--- config.mk ---
export PLATFORM = sky130hd
export DESIGN_NAME = knn_result_uart_tx
export DESIGN_NICKNAME = d
export VERILOG_FILES = /design/src/rtl/knn_pkg.sv /design/src/rtl/uart_tx_byte.sv /design/src/rtl/knn_result_uart_tx.sv
export SDC_FILE = /design/constraint.sdc
export NUM_CORES = 1
export LEC_CHECK = 0
export BUFFER_PORTS_ARGS = -buffer_cell sky130_fd_sc_hd__buf_2
export CAP_MARGIN = 20
export CORE_MARGIN = 1.5
export CORE_UTILIZATION = 58
export CTS_CLUSTER_DIAMETER = 80
export CTS_CLUSTER_SIZE = 16
export DETAILED_ROUTE_END_ITERATION = 6
export PLACE_DENSITY = 0.9
export SLEW_MARGIN = 5
export SYNTH_ARGS = -nofsm -noshare
export SYNTH_HDL_FRONTEND = slang
export SYNTH_SLANG_ARGS = --single-unit
--- constraint.sdc ---
create_clock -name clk -period 7.1 [get_ports clk]
set_input_delay 0.71 -clock clk [delete_from_list [all_inputs] [get_ports clk]]
set_output_delay 0.71 -clock clk [all_outputs]
set_load 0.005 [all_outputs]
--- src/rtl/knn_pkg.sv ---
// Shared KNN types and constants used by the classifier datapath and the
// result reporter.
`timescale 1ns/1ps
package knn_pkg;

  localparam logic [7:0] KNN_SYNC_BYTE = 8'hA5;
  localparam int         KNN_FRAME_LEN = 7;

  typedef logic [1:0]        class_t;
  typedef logic signed [7:0] coord_t;
  typedef logic [15:0]       latency_t;

  function automatic logic [7:0] knn_checksum(input logic [7:0] b1, input logic [7:0] b2,
                                              input logic [7:0] b3, input logic [7:0] b4,
                                              input logic [7:0] b5);
    return b1 ^ b2 ^ b3 ^ b4 ^ b5;
  endfunction

endpackage

--- src/rtl/uart_tx_byte.sv ---
// UART 8N1 byte serializer. A load in the last cycle of a stop bit chains
// the next byte with no idle time between the two bytes.
`timescale 1ns/1ps
module uart_tx_byte #(
  parameter int CLKS_PER_BIT = 868
) (
  input  logic       clk,
  input  logic       reset,
  input  logic       load,
  input  logic [7:0] data,
  output logic       tx,
  output logic       done
);

  localparam int                CNT_W    = $clog2(CLKS_PER_BIT);
  localparam logic [CNT_W-1:0]  CNT_LAST = CNT_W'(CLKS_PER_BIT - 1);
  localparam logic [3:0]        STOP_BIT = 4'd9;

  logic             active_q, active_d;
  logic [CNT_W-1:0] cnt_q, cnt_d;
  logic [3:0]       bit_q, bit_d;
  logic [7:0]       shift_q, shift_d;
  logic             tx_q, tx_d;

  // NOTE: every signal gets a default before any branch, so no path can leave one unassigned and infer a latch.
  always_comb begin
    active_d = active_q;
    cnt_d    = cnt_q;
    bit_d    = bit_q;
    shift_d  = shift_q;
    tx_d     = tx_q;
    done     = 1'b0;
    if (active_q) begin
      if (cnt_q == CNT_LAST) begin
        cnt_d = '0;
        if (bit_q == STOP_BIT) begin
          done     = 1'b1;
          active_d = 1'b0;
          tx_d     = 1'b1;
        end else begin
          bit_d   = bit_q + 4'd1;
          tx_d    = shift_q[0];
          shift_d = {1'b1, shift_q[7:1]};
        end
      end else begin
        cnt_d = cnt_q + 1'b1;
      end
    end
    if (load) begin
      active_d = 1'b1;
      cnt_d    = '0;
      bit_d    = 4'd0;
      tx_d     = 1'b0;
      shift_d  = data;
    end
  end

  // NOTE: sequential state uses non-blocking assignments so every flop samples pre-edge values.
  always_ff @(posedge clk) begin
    if (reset) begin
      active_q <= 1'b0;
      cnt_q    <= '0;
      bit_q    <= 4'd0;
      shift_q  <= 8'h00;
      tx_q     <= 1'b1;
    end else begin
      active_q <= active_d;
      cnt_q    <= cnt_d;
      bit_q    <= bit_d;
      shift_q  <= shift_d;
      tx_q     <= tx_d;
    end
  end

  assign tx = tx_q;

endmodule

--- src/rtl/knn_result_uart_tx.sv ---
// Captures one KNN classification result and sends it to the host as a
// 7-byte UART frame: A5, x, y, {k,class}, lat_hi, lat_lo, xor checksum.
`timescale 1ns/1ps
module knn_result_uart_tx
  import knn_pkg::*;
#(
  parameter int CLK_FREQ_HZ  = 100_000_000,
  parameter int BAUD         = 115200,
  parameter int CLKS_PER_BIT = CLK_FREQ_HZ / BAUD
) (
  input  logic     clk,
  input  logic     reset,
  input  logic     result_valid,
  input  coord_t   x_in,
  input  coord_t   y_in,
  input  class_t   class_in,
  input  logic     k_mode_in,
  input  latency_t latency_in,
  output logic     tx,
  output logic     busy,
  output logic     frame_sent,
  output logic [3:0] overrun_cnt
);

  if (CLKS_PER_BIT < 4) begin : g_bad_baud
    $error("knn_result_uart_tx: CLKS_PER_BIT must be >= 4");
  end

  localparam logic [1:0] ST_IDLE = 2'd0;
  localparam logic [1:0] ST_SEND = 2'd1;
  localparam logic [1:0] ST_NEXT = 2'd2;
  localparam logic [1:0] ST_DONE = 2'd3;
  localparam logic [2:0] LAST_IDX = 3'(KNN_FRAME_LEN - 1);

  logic [1:0]      state_q, state_d;
  logic [2:0]      idx_q, idx_d;
  logic [3:0]      ovr_q, ovr_d;
  logic [5:0][7:0] buf_q, buf_d;
  logic [7:0]      b3;
  logic            ser_load, ser_done;
  logic [7:0]      ser_data;

  assign b3          = {5'b0, k_mode_in, class_in};
  assign busy        = (state_q == ST_SEND) || (state_q == ST_NEXT);
  assign frame_sent  = (state_q == ST_DONE);
  assign overrun_cnt = ovr_q;

  // The next byte is loaded in the same cycle the serializer reports done,
  // so NEXT overlaps the new start bit and the final byte skips straight to DONE.
  always_comb begin
    state_d  = state_q;
    idx_d    = idx_q;
    buf_d    = buf_q;
    ovr_d    = ovr_q;
    ser_load = 1'b0;
    ser_data = KNN_SYNC_BYTE;
    case (state_q)
      ST_IDLE, ST_DONE: begin
        state_d = ST_IDLE;
        if (result_valid) begin
          state_d  = ST_SEND;
          idx_d    = 3'd0;
          ser_load = 1'b1;
          buf_d    = {knn_checksum(x_in, y_in, b3, latency_in[15:8], latency_in[7:0]),
                      latency_in[7:0], latency_in[15:8], b3, y_in, x_in};
        end
      end
      ST_SEND: begin
        if (ser_done) begin
          if (idx_q == LAST_IDX) begin
            state_d = ST_DONE;
          end else begin
            ser_load = 1'b1;
            ser_data = buf_q[0];
            buf_d    = {8'h00, buf_q[5:1]};
            state_d  = ST_NEXT;
          end
        end
      end
      ST_NEXT: begin
        idx_d   = idx_q + 3'd1;
        state_d = ST_SEND;
      end
      default: state_d = ST_IDLE;
    endcase
    if (busy && result_valid && (ovr_q != 4'hF)) ovr_d = ovr_q + 4'd1;
  end

  always_ff @(posedge clk) begin
    if (reset) begin
      state_q <= ST_IDLE;
      idx_q   <= 3'd0;
      ovr_q   <= 4'd0;
    end else begin
      state_q <= state_d;
      idx_q   <= idx_d;
      ovr_q   <= ovr_d;
    end
  end

  // NOTE: the shadow buffer holds data only and is always rewritten on capture, so it needs no reset.
  always_ff @(posedge clk) begin
    buf_q <= buf_d;
  end

  uart_tx_byte #(.CLKS_PER_BIT(CLKS_PER_BIT)) u_ser (
    .clk   (clk),
    .reset (reset),
    .load  (ser_load),
    .data  (ser_data),
    .tx    (tx),
    .done  (ser_done)
  );

endmodule

==> results of run 1 <==
==> worst reg2reg max path, delay by kind of cell, from the launching register on <==
family | cells | cell delay (ns)
compound gates | 1 | 0.31
fa+ha+maj | 1 | 0.29
buf+inv | 1 | 0.54
flops | 1 | 0.40
simple gates | 3 | 0.92
==> how the worst max path moves through the flow <==
| stage | startpoint | to | slack, ns | depth (start not counted) |
|---|---|---|---|---|
| 2_1_floorplan | u_ser.cnt_q[0] | buf_q[0] | 1.61 | 5 |
| 3_3_place_gp | u_ser.cnt_q[0] | buf_q[18] | 4.47 | 6 |
| 3_5_place_dp | u_ser.cnt_q[0] | buf_q[26] | 4.36 | 6 |
| 4_1_cts | u_ser.cnt_q[0] | buf_q[29] | 4.22 | 6 |
| 5_1_grt | u_ser.cnt_q[0] | buf_q[28] | 4.06 | 6 |
| 6_report | u_ser.cnt_q[0] | buf_q[36] | 4.25 | 6 |
==> layout by cell type, fill, tap and decap left out, types with 5 or more instances in the layout <==
| cell | count |
|---|---|
| a211oi_1 | 5 |
| a21oi_1 | 10 |
| and2_1 | 5 |
| buf_2 | 44 |
| clkbuf_8 | 9 |
| dfxtp_1 | 33 |
| edfxtp_1 | 48 |
| ha_1 | 8 |
| inv_1 | 7 |
| mux2_2 | 35 |
| mux2i_1 | 5 |
| nand2_1 | 8 |
| nand2b_1 | 7 |
| nand3_1 | 11 |
| nand3b_1 | 5 |
| nand4_1 | 9 |
| nor2_1 | 30 |
| nor3_1 | 9 |
| o21ai_0 | 5 |
| xnor2_1 | 28 |
| xor2_1 | 11 |
==> layout make-up <==
type	count	area (um^2)	area share [%]
inverters	7	26.3	0.597
multi-input cells	225	1740	39.6
clock inverters	7	60.1	1.36
repair buffers	46	248	5.63
flip-flops and latches	81	2100	47.8
clock buffers	9	124	2.81
well taps	77	96.3	2.19
==> metal layers <==
layer / global-route usage (%) / vias to the layer above / share of wire, %
met3: 5.74 / 13 / 4.9
met5: 0 / - / 0
met1: 26.9 / 1294 / 43
li1: - / 1284 / -
met4: 9.54 / 0 / 1.8
met2: 36.9 / 74 / 50
==> where the power goes <==
group          internal (mW)  switching (mW)  total (mW)  leakage [nW]
registers              0.564          0.0184       0.583         0.741
clock network          0.133           0.190       0.322        0.0848
logic                 0.0692          0.0770       0.146         0.754
total                  0.766           0.285        1.05          1.58
==> flip-flops by register name, indices dropped and copies added, names as in the netlist <==
name	cells
state_q	2
idx_q	3
u_ser.shift_q	8
buf_q	48
u_ser.tx	1
overrun_cnt	4
u_ser.cnt_q	10
u_ser.bit_q	4
u_ser.active_q	1
==> logic make-up (layout without fill, tap and decap cells) <==
logic type | after synthesis | count (layout) | share of synthesized area (%)
and+or+nand+nor | 101 | 101 | 15.1
DFF | 81 | 81 | 53.6
muxes | 40 | 40 | 11.3
adders and majority gates | 9 | 9 | 2.87
xor gates and xnor gates | 39 | 39 | 8.71
AOI/OAI and AO/OA | 36 | 36 | 6.09
buffers and inverters | 22 | 69 | 2.30
==> through the flow <==
stage,setup slack [ns],hold WS (ns),total power [mW]
global route,4.06,0.519,1.09
detailed placement,4.36,0.486,0.734
global placement,4.47,0.460,0.725
floorplan,1.61,0.449,0.694
finish,4.25,0.488,1.05
CTS,4.22,0.497,1.06
==> impl_results.md, run 1 <==
* Yosys cell types at 43
* H-tree Lvls at 3
* Initial core utilization at 60.7%
* Fin util at 68.1%
* Core footprint at 0.00646 mm^2
* Gpl congestion at 0.912
* Pleak at 1.58 nW
* Largest net degree at the start of global routing at 56
* Number of synthesis warnings at 0
* CTS sink cnt at 81
* Ys async rst share at 0%
* Slew @ Worst Pin at 0.589 ns
* Setup Fix Bufs, Post-CTS at 0
* Power per cell area at 239 mW/mm^2
* CTS tree: built
* Slew Viols, Final at 0
* Mapped Cells at 328
* Vias per cell at 5.90
* Capture point of the worst reg-to-reg path: buf_q[36]
* Synthesized flop and latch total at 81
* WL/cell at 16.3 um
* Clock insertion delay at the later pin of the skew report at 0.37 ns
* Crit path kind: reg2reg
* Worst Hold Class: reg2reg
* Final Critical Period at 2.85 ns
* Syn_area_per_cell at 12.0 um^2
* Routed via count at 2665
* Hold Path End: idx_q[0]
* Reg2Reg Launch Point: u_ser.cnt_q[0]
* Cell taking the most area after synthesis: edfxtp_1
* Ys flop type: edfxtp_1
* Post-synth top area share at 36.8%
* Initial antenna violation count at 0
* Die Width at 85.2 um
* Synth area leaders: edfxtp_1, dfxtp_1, mux2_2
* Max_slew headroom at 60.8%
* GRT overflow at 0
* RSZ-0062 raised after global routing: false
* Slowest cell on the critical path: buf_4
* Die Footprint at 0.00726 mm^2
* Failing checks: DRC
* Maxcap violations at 0
* DP HPWL at 4.75 mm
* Register area share after synthesis at 53.6%
* Placed cells at 435
* Reg2Reg Depth at 6
* Worst-path cell chain: ha_1, nand4b_2, nor4_4, nand2_1, a211oi_4, buf_4
* Worst-path clk slew at 0.09 ns
* Top delay family on crit path: simple AND/OR/NAND/NOR gates
* Hold-fix buffers, CTS at 0
* Vias in the first global route at 2670
* Design area at 0.00440 mm^2
* IR drop worst, VDD at 170 uV
* Drt total wl at 7.36 mm
* Setup TNS at 0 ns
* Hold Startpoint: idx_q[0]
* Max Root-Sink Buffers at 2
* Reg2reg setup slack at 4.25 ns
* Nets at 417
* Num CTS Buffers at 9
* CP bufs+invs at 1
* Final Instance Count excl. Fillers at 452
* Drt first-iter violations at 254
* Fraction of layout cells with a size suffix above 1 at 28.0%
* Drt drc at 3
* Number of iterations in the first detailed-routing pass at 6
* Status: finished, violations left
* Area Overhead vs Synth at 12.2%
* ANT cells at 0
* Fill count at 478
* Crit-path max cell delay at 0.54 ns
* Root Buffer: clkbuf_8
* Post-Syn Area at 0.00392 mm^2
* Period utilization at 40.1%
* Worst Setup Start Kind: flip-flop
* Synthesized net count at 375
* Worst clock skew at 0.0152 ns
* Chip Height at 85.2 um
* Data required time of the worst path at 7.10 ns
* Crit path capture type: flip-flop
* Ports at 45
* Final hold violations at 0
* Core Rows at 29
* Tot GR Track Use at 22.0%
* Fmax at 351 MHz
* CP arrival at 2.85 ns
* Critical path peak fanout at 48
* Area after DPL at 0.00420 mm^2
* Buffers added on ports at 44
* Most frequent cells after synthesis: edfxtp_1, mux2_2, dfxtp_1
* CTS resizes at 0
* Count leader, synth: edfxtp_1
* First-pass GRT wire length at 12.3 mm
* Worst hold stages at 2
* Antenna viol nets, final at 0
* Final setup vio count at 0
* Number of flops mapped to enable cells by yosys at 48
No activity file was read; power rests on OpenSTA's default activity.
==> run 2, diff against run 1 <==
--- a/config.mk
+++ b/config.mk
@@ -5,6 +5,7 @@
 export SDC_FILE = /design/constraint.sdc
 export NUM_CORES = 1
 export LEC_CHECK = 0
+export ABC_AREA = 1
 export BUFFER_PORTS_ARGS = -buffer_cell sky130_fd_sc_hd__buf_2
 export CAP_MARGIN = 20
 export CORE_MARGIN = 1.5
==> constraint.sdc (replaced) <==
create_clock -name clk -period 2.7 [get_ports clk]
set_input_delay 0.27 -clock clk [delete_from_list [all_inputs] [get_ports clk]]
set_output_delay 0.27 -clock clk [all_outputs]
set_load 0.005 [all_outputs]
==> impl_results.md, run 2 <==
* Initial core utilization at 60.8% (was 60.7%)
* Drt drc at 3 (unchanged)
* Ports at 45 (unchanged)
* Crit path kind: reg2reg (unchanged)
* Status: finished, violations left (unchanged)
* Final setup vio count at 0 (unchanged)
* DP HPWL at 5.23 mm (was 4.75 mm)
* Post-Syn Area at 0.00393 mm^2 (was 0.00392 mm^2)
* Largest net degree at the start of global routing at 49 (was 56)
* Worst Setup Start Kind: flip-flop (unchanged)
* Reg2reg setup slack at 0.59 ns (was 4.25 ns)
* Ys flop type: edfxtp_1 (unchanged)
* Area after DPL at 0.00424 mm^2 (was 0.00420 mm^2)
* Failing checks: DRC (unchanged)
* Design area at 0.00446 mm^2 (was 0.00440 mm^2)
* Max_slew headroom at 73.0% (was 60.8%)
* Worst clock skew at 0.0126 ns (was 0.0152 ns)
* Worst Hold Class: in2reg (was reg2reg)
* Cell taking the most area after synthesis: edfxtp_1 (unchanged)
* Max reg flops at 48 (unchanged)
* Synth area leaders: edfxtp_1, dfxtp_1, nand2_1 (was edfxtp_1, dfxtp_1, mux2_2)
* Die Footprint at 0.00727 mm^2 (was 0.00726 mm^2)
* Routed via count at 2970 (was 2665)
* Die Width at 85.3 um (was 85.2 um)
* Crit path capture type: flip-flop (unchanged)
* Vias in the first global route at 2819 (was 2670)
* Pleak at 2.01 nW (was 1.58 nW)
* Buffers added on ports at 44 (unchanged)
* Clock insertion delay at the later pin of the skew report at 0.37 ns (about the same)
* Worst hold stages at 3 (was 2)
* Top flop regs: buf_q (48), u_ser.cnt_q (10), u_ser.shift_q (8) (unchanged)
* Slew @ Worst Pin at 0.405 ns (was 0.589 ns)
* Syn_area_per_cell at 8.87 um^2 (was 12.0 um^2)
* RSZ-0062 raised after global routing: false (unchanged)
* Most frequent cells in the layout: nand2_1, nor2_1, edfxtp_1, buf_2, inv_1 (was edfxtp_1, buf_2, mux2_2, dfxtp_1, nor2_1)
* Synthesized net count at 490 (was 375)
* Root Buffer: clkbuf_8 (unchanged)
* Critical path peak fanout at 48 (unchanged)
* Vias per cell at 5.19 (was 5.90)
* Worst hold slack at 0.184 ns (was 0.488 ns)
* Number of synthesis warnings at 0 (unchanged)
* Period utilization at 78.0% (was 40.1%)
* Final hold violations at 0 (unchanged)
* Area of the multi-input gates at 0.00165 mm^2 (was 0.00174 mm^2)
* ANT cells at 0 (unchanged)
* Drt total wl at 7.32 mm (was 7.36 mm)
* Maxcap violations at 0 (unchanged)
* Core Rows at 29 (unchanged)
* CTS tree: built (unchanged)
* Gpl congestion at 0.872 (was 0.912)
* Antenna viol nets, final at 0 (unchanged)
* CTS resizes at 0 (unchanged)
* Yosys cell types at 38 (was 43)
* Chip Height at 85.3 um (was 85.2 um)
* Fin util at 69.0% (was 68.1%)
* Setup Fix Bufs, Post-CTS at 0 (unchanged)
* Register area at 0.00210 mm^2 (unchanged)
* Hold-fix buffers, CTS at 0 (unchanged)
* Mapped Cells at 443 (was 328)
* Max Root-Sink Buffers at 2 (unchanged)
* First-pass GRT wire length at 12.3 mm (about the same)
* Reg2Reg Depth at 9 (was 6)
* Count leader, synth: nand2_1 (was edfxtp_1)
* Ys async rst share at 0% (unchanged)
* Setup TNS at 0 ns (unchanged)
* Most frequent cells after synthesis: nand2_1, nor2_1, edfxtp_1 (was edfxtp_1, mux2_2, dfxtp_1)
* Largest Register: buf_q (unchanged)
* Number of flops mapped to enable cells by yosys at 48 (unchanged)
* Fmax at 475 MHz (was 351 MHz)
* Fraction of layout cells with a size suffix above 1 at 16.8% (was 28.0%)
* CTS sink cnt at 81 (unchanged)
* Power per cell area at 612 mW/mm^2 (was 239 mW/mm^2)
* Initial antenna violation count at 0 (unchanged)
* Final Critical Period at 2.11 ns (was 2.85 ns)
* Area Overhead vs Synth at 13.5% (was 12.2%)
* Num CTS Buffers at 9 (unchanged)
* IR drop worst, VDD at 418 uV (was 170 uV)
* Data required time of the worst path at 2.75 ns (was 7.10 ns)
* Synthesized flop and latch total at 81 (unchanged)
* Fill count at 497 (was 478)
* Nets at 537 (was 417)
* WL/cell at 12.8 um (was 16.3 um)
* Core footprint at 0.00646 mm^2 (unchanged)
* Register area share after synthesis at 53.5% (was 53.6%)
* GRT overflow at 0 (unchanged)
* Worst-path clk slew at 0.10 ns (was 0.09 ns)
* Drt first-iter violations at 173 (was 254)
* Post-synth top area share at 36.7% (was 36.8%)
* Slew Viols, Final at 0 (unchanged)
* CP arrival at 2.16 ns (was 2.85 ns)
* Tot GR Track Use at 21.8% (was 22.0%)
* Commonest non-fill, non-tap cell in the layout: nand2_1 (was edfxtp_1)
* Pwr Total at 2.73 mW (was 1.05 mW)
* H-tree Lvls at 3 (unchanged)
* Number of iterations in the first detailed-routing pass at 6 (unchanged)
-- run 2: changes by cell type after synthesis, sizes merged, moves of 5 or more --
cell    previous run  this run
nor2              30        55
mux2              35         0
a211oi             6         1
xor2              11        20
inv                7        37
nand2              8       150
xnor2             28        11
nand4              9         3
o21ai              7        14
nand3             12        18
and2               5         0
mux2i              5         0
nand2b             7         0
-- run 2: final timing paths --
| kind | end | start |
|---|---|---|
| worst max register to register | buf_q[10] | u_ser.cnt_q[0] |
| worst min register to register | idx_q[1] | idx_q[1] |
| worst min-delay path | buf_q[35] | latency_in[3] |
| worst max-delay path | buf_q[10] | u_ser.cnt_q[0] |
-- run 2: layer usage --
layer | vias to the layer above | share of wire (%) | global-route usage [%]
li1 | 1526 | - | -
met1 | 1368 | 42 | 26.2
met2 | 65 | 52 | 37.8
met3 | 11 | 4.9 | 7.30
met4 | 0 | 1.2 | 5.72
met5 | - | 0 | 0
-- run 2: area by class of cell --
type,count,area share [%]
inverter,37,3.23
tap,77,2.16
clock buffer,9,2.78
sequential,81,47.2
timing repair buffer,46,5.56
multi-input combinational,315,37.0
clock inverter,7,2.08
-- run 2: report_power, final --
part | internal (mW) | switching, mW | leakage [nW]
clock | 0.454 | 0.497 | 0.110
sequential | 1.44 | 0.0352 | 0.744
combinational | 0.108 | 0.194 | 1.15
-- run 2: stage by stage --
stage / setup WS (ns) / instances
after detailed placement: 0.599 / 556
after floorplan: 0.357 / 443
after global routing: 0.450 / 572
after CTS: 0.590 / 572
final: 0.593 / 572
after global placement: 0.698 / 556
-- run 2: logic make-up after synthesis --
family	share of synthesized area, %
adder cells (fa/ha/maj)	2.87
AND/OR/NAND/NOR	26.9
AO/OA/AOI/OAI	5.13
buffers and inverters	4.71
XOR/XNOR	6.91
flip-flops	53.5
-- run 2: worst max-delay path: stages, from the launching register on --
cell	delay (ns)
dfxtp_1	0.37
ha_1	0.22
nand3_2	0.12
nand3b_1	0.22
nor2_1	0.12
nand2_1	0.09
nand2_1	0.09
o21ai_0	0.14
nor2_4	0.13
buf_12	0.25
==> run 3, diff against run 2 <==
==> constraint.sdc (replaced) <==
create_clock -name clk -period 1.95 [get_ports clk]
set_input_delay 0.195 -clock clk [delete_from_list [all_inputs] [get_ports clk]]
set_output_delay 0.195 -clock clk [all_outputs]
set_load 0.005 [all_outputs]
==> impl_results.md, run 3 (synthesis gave the netlist of run 2 again) <==
* Vias in the first global route at 2880 (was 2819)
* Pleak at 2.11 nW (was 2.01 nW)
* Worst Hold Class: in2reg (unchanged)
* Max_slew headroom at 69.3% (was 73.0%)
* Buffers added on ports at 44 (unchanged)
* Gpl congestion at 0.837 (was 0.872)
* Register area at 0.00210 mm^2 (about the same)
* Die Footprint at 0.00727 mm^2 (unchanged)
* Slew @ Worst Pin at 0.461 ns (was 0.405 ns)
* Clock insertion delay at the later pin of the skew report at 0.36 ns (was 0.37 ns)
* GRT overflow at 0 (unchanged)
* Largest Register: buf_q (unchanged)
* Crit path kind: reg2reg (unchanged)
* Fmax at 527 MHz (was 475 MHz)
* WL/cell at 13.8 um (was 12.8 um)
* Commonest non-fill, non-tap cell in the layout: nand2_1 (unchanged)
* Hold Path End: buf_q[35] (unchanged)
* Fin util at 72.6% (was 69.0%)
* Core Rows at 29 (unchanged)
* Fill count at 475 (was 497)
* Drt first-iter violations at 149 (was 173)
* Critical path peak fanout at 8 (was 48)
* H-tree Lvls at 3 (unchanged)
* Crit path capture type: flip-flop (unchanged)
* RSZ-0062 raised after global routing: true (was false)
* Failing checks: DRC (unchanged)
* Number of iterations in the first detailed-routing pass at 6 (unchanged)
* Antenna viol nets, final at 0 (unchanged)
* ANT cells at 0 (unchanged)
* Most frequent cells in the layout: nand2_1, nor2_1, edfxtp_1, buf_2, inv_1 (unchanged)
* Maxcap violations at 0 (unchanged)
* Drt drc at 2 (was 3)
* Area Overhead vs Synth at 19.4% (was 13.5%)
* IR drop worst, VDD at 599 uV (was 418 uV)
* Vias per cell at 5.26 (was 5.19)
* CTS tree: built (unchanged)
* Max Root-Sink Buffers at 2 (unchanged)
* Num CTS Buffers at 9 (unchanged)
* Worst hold stages at 3 (unchanged)
* Final Critical Period at 1.90 ns (was 2.11 ns)
* Data required time of the worst path at 2.04 ns (was 2.75 ns)
* Pwr Total at 3.81 mW (was 2.73 mW)
* Routed via count at 3099 (was 2970)
* CP arrival at 1.99 ns (was 2.16 ns)
* Largest net degree at the start of global routing at 49 (unchanged)
* DP HPWL at 5.37 mm (was 5.23 mm)
* Worst-path clk slew at 0.09 ns (was 0.10 ns)
* Root Buffer: clkbuf_8 (unchanged)
* Final hold violations at 0 (unchanged)
* Worst hold slack at 0.116 ns (was 0.184 ns)
* Ports at 45 (unchanged)
* Initial antenna violation count at 0 (unchanged)
* Top flop regs: buf_q (48), u_ser.cnt_q (10), u_ser.shift_q (8) (unchanged)
* Reg2reg setup slack at 0.05 ns (was 0.59 ns)
* Reg2Reg Launch Point: u_ser.cnt_q[1] (was u_ser.cnt_q[0])
* Nets at 554 (was 537)
* Reg2Reg Depth at 10 (was 9)
* Slew Viols, Final at 0 (unchanged)
* Final Instance Count excl. Fillers at 589 (was 572)
* Chip Height at 85.3 um (unchanged)
* Placed cells at 561 (was 556)
* First-pass GRT wire length at 13.0 mm (was 12.3 mm)
* Tot GR Track Use at 23.0% (was 21.8%)
* Power per cell area at 812 mW/mm^2 (was 612 mW/mm^2)
* Die Width at 85.3 um (unchanged)
* Worst Setup Start Kind: flip-flop (unchanged)
* Drt total wl at 8.16 mm (was 7.32 mm)
* CTS sink cnt at 81 (unchanged)
* Period utilization at 97.4% (was 78.0%)
* Initial core utilization at 60.8% (unchanged)
* Fraction of layout cells with a size suffix above 1 at 20.3% (was 16.8%)
* Core footprint at 0.00646 mm^2 (unchanged)
* Area of the multi-input gates at 0.00168 mm^2 (was 0.00165 mm^2)
* Hold Startpoint: latency_in[3] (unchanged)
* Worst clock skew at 0.0128 ns (was 0.0126 ns)
* Max reg flops at 48 (unchanged)
* Status: finished, violations left (unchanged)
* Final setup vio count at 0 (unchanged)
* Capture point of the worst reg-to-reg path: buf_q[39] (was buf_q[10])
## run 3: cell count changes in the layout (fill, tap and decap cells not counted), moves of 2 or more
cell	delta
buf_4	+9
clkbuf_16	+3
buf_12	+2
buf_6	+2
clkinv_4	+2
dfxtp_1	-2
dfxtp_2	+2
o21ai_0	-2
## run 3: cell type report
class                   instances  share of cell area, %
clock buffers                  10                   2.72
flip-flops and latches         81                   44.9
well taps                      77                   2.05
clock inverters                 6                   1.57
inverters                      37                   3.07
multi-input cells             315                   35.7
repair buffers                 63                   9.98
## run 3: how the worst max path moves through the flow
stage,start,end,depth (start not counted)
2_1_floorplan,u_ser.cnt_q[1],buf_q[0],8
3_3_place_gp,u_ser.cnt_q[1],buf_q[43],9
3_5_place_dp,u_ser.cnt_q[1],buf_q[47],9
4_1_cts,u_ser.cnt_q[1],buf_q[23],9
5_1_grt,u_ser.cnt_q[1],buf_q[28],10
6_report,u_ser.cnt_q[1],buf_q[39],10
## run 3: repair_timing
action,in CTS,in global routing
hold buffers,0,0
resized for setup,0,4
endpoints found under the setup margin,0,51
buffers inserted,0,7
## run 3: through the flow
step           area [um^2]  setup WS, ns  TNS, ns
6_report              4690        0.0509        0
5_1_grt               4690       -0.0802    -3.37
4_1_cts               4520        0.0213        0
3_5_place_dp          4320        0.0461        0
3_3_place_gp          4320        0.0716        0
2_1_floorplan         3960        -0.308   -14.80
## run 3: metal layers
metal	routed length, um	global-route usage (%)
met1	3410	28.0
met2	4330	41.0
met3	343	6.13
met4	72	4.99
met5	0	0
## run 3: where the power goes
part	leakage, nW	internal, mW	switching, mW	total, mW
logic	1.27	0.213	0.294	0.507
registers	0.745	1.99	0.0533	2.05
clock network	0.102	0.610	0.645	1.26
## run 3: critical path, stage by stage (launching register included)
cell       delay [ns]
dfxtp_2          0.36
ha_4             0.15
nand3_4          0.07
nand3b_1         0.20
nor2_1           0.11
nand2_1          0.11
nand2_1          0.12
o21ai_2          0.08
nor2_4           0.10
buf_12           0.16
clkbuf_16        0.16
